$ cat config.mk
export PLATFORM = sky130hd
export DESIGN_NAME = coproc_bridge_flat
export DESIGN_NICKNAME = d
export VERILOG_FILES = /design/src/rtl/coproc_bridge_pkg.sv /design/src/rtl/coproc_bridge_if.sv /design/src/rtl/coproc_bridge_timeout_timer.sv /design/src/rtl/coproc_bridge.sv /design/src/flat_wrapper.sv
export SDC_FILE = /design/constraint.sdc
export NUM_CORES = 1
export LEC_CHECK = 0
export BUFFER_PORTS_ARGS = -buffer_cell sky130_fd_sc_hd__buf_2
export CORE_UTILIZATION = 49
export DETAILED_ROUTE_END_ITERATION = 12
export PLACE_DENSITY = 0.8
export SLEW_MARGIN = 5
export SYNTH_ARGS = -nofsm -noshare
export SYNTH_HDL_FRONTEND = slang
export SYNTH_SLANG_ARGS = --single-unit
export TNS_END_PERCENT = 100
$ cat constraint.sdc
create_clock -name clk -period 2.4 [get_ports clk]
set_input_delay 0.6 -clock clk [delete_from_list [all_inputs] [get_ports clk]]
set_output_delay 0.6 -clock clk [all_outputs]
set_load 0.02 [all_outputs]
$ cat src/rtl/coproc_bridge_pkg.sv
// Shared types and constants for the coprocessor bridge: FSM encoding,
// request-kind codes and the data word returned on a timeout.
package coproc_bridge_pkg;

   typedef enum logic [2:0] {
      ST_IDLE,
      ST_ISSUE,
      ST_WAIT,
      ST_ACK,
      ST_DONE
   } state_t;

   localparam logic        KIND_LOGIC   = 1'b0;
   localparam logic        KIND_PY      = 1'b1;
   localparam logic [31:0] TIMEOUT_DATA = 32'hFFFF_FFFF;

   function automatic int unsigned timer_width(input int unsigned cycles);
      return (cycles > 1) ? $clog2(cycles) : 1;
   endfunction

endpackage

$ cat src/rtl/coproc_bridge_if.sv
// Host-side request/response channel of the coprocessor bridge.
// The master modport is the bridge; the slave modport is the host.
interface coproc_bridge_if #(
   parameter int TAG_W = 4
) ();

   logic             host_req_valid;
   logic             host_req_ready;
   logic             host_req_kind;
   logic [31:0]      host_req_addr;
   logic [TAG_W-1:0] host_req_tag;

   logic             host_rsp_valid;
   logic [TAG_W-1:0] host_rsp_tag;
   logic [31:0]      host_rsp_data;
   logic             host_rsp_ready;

   modport master (
      output host_req_valid, host_req_kind, host_req_addr, host_req_tag, host_rsp_ready,
      input  host_req_ready, host_rsp_valid, host_rsp_tag, host_rsp_data
   );

   modport slave (
      input  host_req_valid, host_req_kind, host_req_addr, host_req_tag, host_rsp_ready,
      output host_req_ready, host_rsp_valid, host_rsp_tag, host_rsp_data
   );

endinterface

$ cat src/rtl/coproc_bridge_timeout_timer.sv
// Transaction timeout counter: cleared while idle, counts while enabled and
// parks on the last value, flagging expiry there.
module coproc_timeout_timer
   import coproc_bridge_pkg::*;
#(
   parameter int unsigned TIMEOUT_CYCLES = 1024
) (
   input  logic clk,
   input  logic rst_n,
   input  logic clear,
   input  logic enable,
   output logic expired
);

   localparam int unsigned    CW   = timer_width(TIMEOUT_CYCLES);
   localparam logic [CW-1:0]  LAST = CW'(TIMEOUT_CYCLES - 1);

   logic [CW-1:0] cnt_q;

   always_ff @(posedge clk or negedge rst_n) begin
      if (!rst_n) begin
         cnt_q <= '0;
      end else if (clear) begin
         cnt_q <= '0;
      end else if (enable && !expired) begin
         cnt_q <= cnt_q + CW'(1);
      end
   end

   assign expired = (cnt_q == LAST);

endmodule

$ cat src/rtl/coproc_bridge.sv
// Bridges two CPU request channels (logic, python) onto a single tagged host
// request/response port, one outstanding transaction at a time, with timeout.
module coproc_bridge
   import coproc_bridge_pkg::*;
#(
   parameter int TIMEOUT_CYCLES = 1024,
   parameter int TAG_W          = 4
) (
   input  logic                clk,
   input  logic                rst_n,

   input  logic                logic_req,
   input  logic [31:0]         logic_addr,
   output logic                logic_ack,
   output logic [31:0]         logic_data,

   input  logic                py_req,
   input  logic [31:0]         py_code_addr,
   output logic                py_ack,
   output logic [31:0]         py_result,

   coproc_bridge_if.master     host,

   output logic                busy,
   output logic                timeout_err,
   output logic [31:0]         txn_count,
   output logic [15:0]         drop_count
);

   state_t           state_q, state_d;
   logic             kind_q;
   logic [31:0]      addr_q;
   logic [TAG_W-1:0] tag_q;

   logic timing, expired;
   logic rsp_fire, rsp_hit, timeout_fire, complete;
   logic req_valid_c, rsp_ready_c;

   coproc_timeout_timer #(
      .TIMEOUT_CYCLES (TIMEOUT_CYCLES)
   ) u_timer (
      .clk     (clk),
      .rst_n   (rst_n),
      .clear   (!timing),
      .enable  (timing),
      .expired (expired)
   );

   assign timing       = (state_q == ST_ISSUE) || (state_q == ST_WAIT);
   assign rsp_fire     = host.host_rsp_valid && rsp_ready_c;
   assign rsp_hit      = (state_q == ST_WAIT) && rsp_fire && (host.host_rsp_tag == tag_q);
   // a matching response on the expiry cycle wins over the timeout
   assign timeout_fire = timing && expired && !rsp_hit;
   assign complete     = rsp_hit || timeout_fire;

   always_ff @(posedge clk or negedge rst_n) begin
      if (!rst_n) state_q <= ST_IDLE;
      else        state_q <= state_d;
   end

   always_comb begin
      state_d = state_q;
      unique case (state_q)
         ST_IDLE:  if (logic_req || py_req) state_d = ST_ISSUE;
         ST_ISSUE: begin
            if (expired)                                  state_d = ST_ACK;
            else if (req_valid_c && host.host_req_ready)  state_d = ST_WAIT;
         end
         ST_WAIT:  if (complete) state_d = ST_ACK;
         ST_ACK:   state_d = ST_DONE;
         ST_DONE:  state_d = ST_IDLE;
         default:  state_d = ST_IDLE;
      endcase
   end

   always_comb begin
      req_valid_c = (state_q == ST_ISSUE);
      rsp_ready_c = rst_n && (state_q != ST_ISSUE);
      busy        = (state_q != ST_IDLE);
      logic_ack   = (state_q == ST_ACK) && (kind_q == KIND_LOGIC);
      py_ack      = (state_q == ST_ACK) && (kind_q == KIND_PY);
   end

   assign host.host_req_valid = req_valid_c;
   assign host.host_rsp_ready = rsp_ready_c;
   assign host.host_req_kind  = kind_q;
   assign host.host_req_addr  = addr_q;
   assign host.host_req_tag   = tag_q;

   always_ff @(posedge clk or negedge rst_n) begin
      if (!rst_n) begin
         kind_q      <= KIND_LOGIC;
         addr_q      <= '0;
         tag_q       <= '0;
         logic_data  <= '0;
         py_result   <= '0;
         timeout_err <= 1'b0;
         txn_count   <= '0;
         drop_count  <= '0;
      end else begin
         if (state_q == ST_IDLE && (logic_req || py_req)) begin
            kind_q <= logic_req ? KIND_LOGIC : KIND_PY;
            addr_q <= logic_req ? logic_addr : py_code_addr;
         end
         if (complete) begin
            if (kind_q == KIND_LOGIC) logic_data <= rsp_hit ? host.host_rsp_data : TIMEOUT_DATA;
            else                      py_result  <= rsp_hit ? host.host_rsp_data : TIMEOUT_DATA;
            tag_q     <= tag_q + TAG_W'(1);
            txn_count <= txn_count + 32'd1;
            if (!rsp_hit) timeout_err <= 1'b1;
         end
         if (rsp_fire && !rsp_hit && drop_count != '1) begin
            drop_count <= drop_count + 16'd1;
         end
      end
   end

endmodule

$ cat src/flat_wrapper.sv
// flat-port wrapper written by rule: the top's interface ports become plain ports
module coproc_bridge_flat import coproc_bridge_pkg::*;
#(
   parameter int TIMEOUT_CYCLES = 1024,
   parameter int TAG_W          = 4
)
  (clk, rst_n, logic_req, logic_addr, logic_ack, logic_data, py_req, py_code_addr, py_ack, py_result, busy, timeout_err, txn_count, drop_count, host_host_req_valid, host_host_req_kind, host_host_req_addr, host_host_req_tag, host_host_rsp_ready, host_host_req_ready, host_host_rsp_valid, host_host_rsp_tag, host_host_rsp_data);
  coproc_bridge_if #(.TAG_W(TAG_W)) host_i ();
  input  logic clk;
  input  logic rst_n;
  input  logic logic_req;
  input  logic [31:0] logic_addr;
  output logic logic_ack;
  output logic [31:0] logic_data;
  input  logic py_req;
  input  logic [31:0] py_code_addr;
  output logic py_ack;
  output logic [31:0] py_result;
  output logic busy;
  output logic timeout_err;
  output logic [31:0] txn_count;
  output logic [15:0] drop_count;
  output wire logic [$bits(host_i.host_req_valid)-1:0] host_host_req_valid;
  output wire logic [$bits(host_i.host_req_kind)-1:0] host_host_req_kind;
  output wire logic [$bits(host_i.host_req_addr)-1:0] host_host_req_addr;
  output wire logic [$bits(host_i.host_req_tag)-1:0] host_host_req_tag;
  output wire logic [$bits(host_i.host_rsp_ready)-1:0] host_host_rsp_ready;
  input wire logic [$bits(host_i.host_req_ready)-1:0] host_host_req_ready;
  input wire logic [$bits(host_i.host_rsp_valid)-1:0] host_host_rsp_valid;
  input wire logic [$bits(host_i.host_rsp_tag)-1:0] host_host_rsp_tag;
  input wire logic [$bits(host_i.host_rsp_data)-1:0] host_host_rsp_data;
  assign host_host_req_valid = host_i.host_req_valid;
  assign host_host_req_kind = host_i.host_req_kind;
  assign host_host_req_addr = host_i.host_req_addr;
  assign host_host_req_tag = host_i.host_req_tag;
  assign host_host_rsp_ready = host_i.host_rsp_ready;
  assign host_i.host_req_ready = host_host_req_ready;
  assign host_i.host_rsp_valid = host_host_rsp_valid;
  assign host_i.host_rsp_tag = host_host_rsp_tag;
  assign host_i.host_rsp_data = host_host_rsp_data;
  coproc_bridge #(.TIMEOUT_CYCLES(TIMEOUT_CYCLES), .TAG_W(TAG_W)) u_core (.clk(clk), .rst_n(rst_n), .logic_req(logic_req), .logic_addr(logic_addr), .logic_ack(logic_ack), .logic_data(logic_data), .py_req(py_req), .py_code_addr(py_code_addr), .py_ack(py_ack), .py_result(py_result), .host(host_i), .busy(busy), .timeout_err(timeout_err), .txn_count(txn_count), .drop_count(drop_count));
endmodule
; Word-level counts from Yosys, hierarchy flattened
; Cells that the tools add are included.
[word_totals]
regBits = 163
in_bits = 106
output_inout_bits = 155
wordCells = 61
[classes]
add_sub_neg = 4
n_eq_ne = 11
muxes = 10
n_bitwise = 2
n_reduce_logical = 24
[op_table]
columns = cell, n
row1 = 2-to-1 mux 32 bit, 2
row2 = adder 32 x 1 -> 32 bit (second input constant), 1
row3 = 2-to-1 mux 10 bit, 2
row4 = adder 16 x 1 -> 16 bit (second input constant), 1
row5 = != test 16 bit (second input constant), 1
row6 = logical AND 1 bit, 13
row7 = 2-to-1 mux 3 bit, 4
row8 = case mux 3 bit (4 select lines), 1
row9 = adder 10 x 1 -> 10 bit (second input constant), 1
row10 = equality test 10 bit (second input constant), 1
row11 = equality test 3 x 2 -> 1 bit (second input constant), 2
row12 = AND reduction 2 bit, 3
row13 = adder 4 x 1 -> 4 bit (second input constant), 1
row14 = equality test 4 bit, 1
row15 = != test 2 x 1 -> 1 bit (second input constant), 2
row16 = equality test 3 x 1 -> 1 bit (second input constant), 1
row17 = logical NOT 3 bit, 1
row18 = logical OR 1 bit, 3
row19 = != test 3 x 1 -> 1 bit (second input constant), 1
row20 = != test 3 x 2 -> 1 bit (second input constant), 1
row21 = AND reduction 3 bit, 1
row22 = nonzero test 3 bit, 1
row23 = logical NOT 1 bit, 2
row24 = != test 2 bit (second input constant), 1
row25 = other kinds (2), 3

; Logic depth before layout (Yosys ltp)
[logic_depth]
ltp_word = 10
ltp_mapped = 9
mapped_depth_nobuf = 6

; By module
; Synthesis repeated with hierarchy kept, for this count alone.
[unflattened]
cells_unflattened = 608
area_unflattened_um2 = 7135.6
[modules_own_cells]
columns = module, instances, cells_per_inst, area_per_inst_um2, seq_area_each_um2
row1 = coproc_bridge, 1, 552, 6570.1, 3828.7
row2 = coproc_timeout_timer, 1, 56, 565.5, 250.2

; Least setup slack after synthesis
; No wires, ideal clock.
[synth_timing]
path_kind = input to register
startpoint = input port host_host_rsp_tag[1]
endpoint = register u_core.drop_count[13]
setup_time_ps = 134
arrival_time_ps = 2018
required_time_ps = 2266
path_slack_ps = 248
stages = 6
path_buffers = 1
path_cell_list = xnor2_1 nand4_1 o2111ai_1 buf_2 nor3_1 xor2_1
[synth_via]
elab_chain_cells = 5
[synth_rtl]
columns = item, line_no
row1 = from (decl), flat_wrapper.sv:30  ; input wire logic [$bits(host_i.host_rsp_tag)-1:0] host_host_rsp_tag;
row2 = equality test 4 bit, coproc_bridge.sv:51  ; assign rsp_hit = (state_q == ST_WAIT) && rsp_fire && (host.host_rsp_tag == tag_q);
row3 = logical AND 1 bit, coproc_bridge.sv:51
row4 = logical NOT 1 bit, coproc_bridge.sv:112  ; if (rsp_fire && !rsp_hit && drop_count != '1) begin
row5 = logical AND 1 bit (2 in series), coproc_bridge.sv:112
row6 = to (signal assigned), coproc_bridge.sv:113  ; drop_count <= drop_count + 16'd1;
row7 = to (decl), coproc_bridge.sv:27  ; output logic [15:0] drop_count
; Every way passes these cells.
; A chain may end at the register's enable or synchronous reset.

; Final worst setup path
[layout_timing]
startpoint = register u_core.u_timer.cnt_q[0]
endpoint = register u_core.txn_count[22]
[layout_via]
elab_chain_cells = 4
[layout_rtl]
columns = item, line_no
row1 = from (decl), coproc_bridge_timeout_timer.sv:18  ; logic [CW-1:0] cnt_q;
row2 = from (signal assigned), coproc_bridge_timeout_timer.sv:26  ; cnt_q <= cnt_q + CW'(1);
row3 = equality test 10 bit, coproc_bridge_timeout_timer.sv:30  ; assign expired = (cnt_q == LAST);
row4 = logical AND 1 bit (2 in series), coproc_bridge.sv:53  ; assign timeout_fire = timing && expired && !rsp_hit;
row5 = logical OR 1 bit, coproc_bridge.sv:54  ; assign complete = rsp_hit || timeout_fire;
row6 = to (signal assigned), coproc_bridge.sv:109  ; txn_count <= txn_count + 32'd1;
row7 = to (decl), coproc_bridge.sv:26  ; output logic [31:0] txn_count,
; Every way passes these cells.

==> metrics.cfg <==
[power_and_ir_drop]
p_int_mw=6.194
worst_ir_drop_vdd_uv=627.0
power.switching_mw=3.420
p_comb_frac=0.307
switching_share=0.3557
p_leak_nw=4.392
power_density_mw_per_mm2=1050
power_frac_clock=0.292
p_seq_frac=0.402

[layout]
stdcell_count=1049
stdcell_area_mm2=0.009151
drive_gt1_frac=0.3725
syn_to_final_growth_pct=30.77
nets=964
fillCellCount=1121

[synth]
synth_ff_type=dfrtp_1
synth_edf_count=0
synth_fp_nets=703
synth_seq_cells=163
synth_cells=593
async_flop_share=1.000
ys_warn_count=0
synth_seq_area_share=0.5829
synth.cell_area_mm2=0.006998
yosysUniqueCellTypes=49
syn_avg_cell_area_um2=11.80

[place]
place_inst=1014
routabilityCongestion=0.8066
dp_hpwl_um=12390
portBuffers=260
post_dp_cell_area_mm2=0.008513

[clocking]
clkTransAtPathRegs_ns=0.06
htreeDepth=4
clk_latency_ns=0.42
cts_made_buffers=17
cts_sinks=163
post_cts_resized=0
cts_tree=yes
cts_buffer_depth=2
hold_buffers=0
cts_root_buf=clkbuf_16
post_cts_buffers=0

[floorplanning]
die_x_um=121.5
rows=43
initial_core_util=0.5041
die_y_um=121.5
dieArea_mm2=0.01476
ios=261
coreArea_mm2=0.01388

[outcome]
outcome=finished, final reports clean

[global_route]
grt_pass1_vias=5559
grt_pass1_wl_um=27830
grt.total_usage=0.2462
grt_max_degree=143
antenna_found_initial=1
globalRouteOverflowTotal=0

[sta]
fmax_mhz=446.5
finalSetupViolations=0
hold_violations=0
rsz0062_at_grt=false
tightest_slew_ns=0.7419
period_minus_slack_ns=2.240
period_share=0.9332
final-max-slew-violation-count=0
hold_ws_ns=0.1674
clock_skew_ns=0.007588
relSlewSlack=0.5054
tns_ns=0

[route]
drt_pass1_iterations=5
first_iter_violations=275
avgViaCountPerCell=5.358
drtAntennaViolNets=0
vias=5621
drcViolationCount=0
routed_wirelength_um=17460
route.detailed.wl_per_inst_um=16.64

[min_path]
hold_path.class=in2async

[run]
cap_viol_max_count=0

[setup_path]
path_max_fanout=12
worst-setup-path-type=reg2reg
end_kind=flop
arrival_ns=2.54
crit_required_ns=2.70
crit_path_start_kind=flop

[worst max-delay path, stage by stage, from the launching register on]
cell	delay, ns
dfrtp_1	0.41
ha_1	0.23
nand3_2	0.16
or4_4	0.62
o22ai_2	0.17
buf_4	0.22
nand4_1	0.15
xnor2_1	0.16
[flip-flops by register name (all words and copies together) (netlist names)]
name                       flops
u_core.u_timer.cnt_q          10
u_core.timeout_err             1
u_core.drop_count             16
u_core.host.host_req_kind      1
u_core.host.host_req_addr     32
u_core.host.host_req_tag       4
u_core.txn_count              32
u_core.py_result              32
u_core.state_q                 3
u_core.logic_data             32
[cell families (layout without fill, tap and decap cells)]
family                     after synthesis  count (layout)  synth area share
xor gates and xnor gates                58              58           0.07259
other                                    0               2                 0
muxes                                   36              36           0.05203
adders and majority gates                4               4          0.007152
DFF                                    163             163            0.5829
buffers and inverters                   38             312           0.03075
AOI/OAI and AO/OA                      118             118            0.1291
and+or+nand+nor                        176             176            0.1255
[final timing paths]
| kind | to | slack [ns] | startpoint | cells past startpoint |
|---|---|---|---|---|
| min in group clk | u_core.logic_data[1] | 0.41 | host_host_rsp_data[1] | 2 |
| setup / recovery | u_core.txn_count[22] | 0.16 | u_core.u_timer.cnt_q[0] | 7 |
| hold / removal | u_core.u_timer.cnt_q[2] | 0.17 | rst_n | 2 |
| setup reg to reg | u_core.txn_count[22] | 0.16 | u_core.u_timer.cnt_q[0] | 7 |
| max in group asynchronous | u_core.u_timer.cnt_q[6] | 1.19 | rst_n | 3 |
| hold reg to reg | u_core.timeout_err | 0.48 | u_core.timeout_err | 1 |
[per-stage QoR]
step | worst slack, ns | total power, mW | util
4_1_cts | 0.1059 | 9.694 | 0.6575
3_3_place_gp | 0.1354 | 6.771 | 0.6133
6_report | 0.1604 | 9.613 | 0.6593
3_5_place_dp | 0.07365 | 6.879 | 0.6133
2_1_floorplan | 0.2477 | 5.719 | -
5_1_grt | 0.007493 | 10.13 | 0.6591
[placed cells by master, fill, tap and decap left out, drive strengths merged, types with 3 or more instances in the layout]
cell,Yosys,layout
a21oi,39,39
and2,4,4
and3,10,10
and4,6,6
buf,13,276
bufinv,0,3
clkbuf,21,18
clkinv,0,4
dfrtp,163,163
ha,4,4
inv,4,9
mux2,3,3
mux2i,33,33
nand2,32,32
nand3,22,22
nand4,17,17
nor2,55,55
nor3,11,11
nor4,5,5
o21ai,3,3
o22a,62,62
o22ai,3,3
or2,4,4
xnor2,40,40
xor2,18,18
[power groups by stage]
stage / Clock, mW / Sequential (mW) / Combinational (mW)
detailed placement: 0 / 3.88 / 2.99
CTS: 2.85 / 3.86 / 2.98
finish: 2.80 / 3.86 / 2.95
global route: 2.97 / 3.95 / 3.21
global placement: 0 / 3.87 / 2.90
floorplan: 0 / 4.54 / 1.18
[Yosys cell counts (10+ instances only)]
cell type	count	area, um2
a21oi_1	38	190.2
and3_1	10	62.56
clkbuf_1	21	78.83
dfrtp_1	163	4079
mux2i_1	33	330.3
nand2_1	32	120.1
nand3_1	21	105.1
nand4_1	17	106.4
nor2_1	55	206.5
nor3_1	11	55.05
o22a_1	62	543.0
xnor2_1	40	350.3
xor2_1	18	157.7
[metal layers]
metal  vias to the layer above  track usage  routed length, um
li1                       2657            -                  -
met2                       217       0.4134               8584
met5                         -            0                  0
met4                         0      0.09105                283
met3                        24      0.06955               1332
met1                      2723       0.3018               7257
[area by class of cell]
| type | count | area (um2) | share of cell area |
|---|---|---|---|
| Timing Repair Buffer | 276 | 1503 | 0.1642 |
| Antenna cell | 2 | 5.005 | 0.0005469 |
| Inverter | 4 | 15.01 | 0.001641 |
| Clock inverter | 14 | 173.9 | 0.01900 |
| Tap cell | 180 | 225.2 | 0.02461 |
| Sequential cell | 163 | 4079 | 0.4457 |
| Clock buffer | 18 | 439.2 | 0.04799 |
| Multi-Input combinational cell | 392 | 2711 | 0.2963 |
Power figures use the tool's default switching activity.
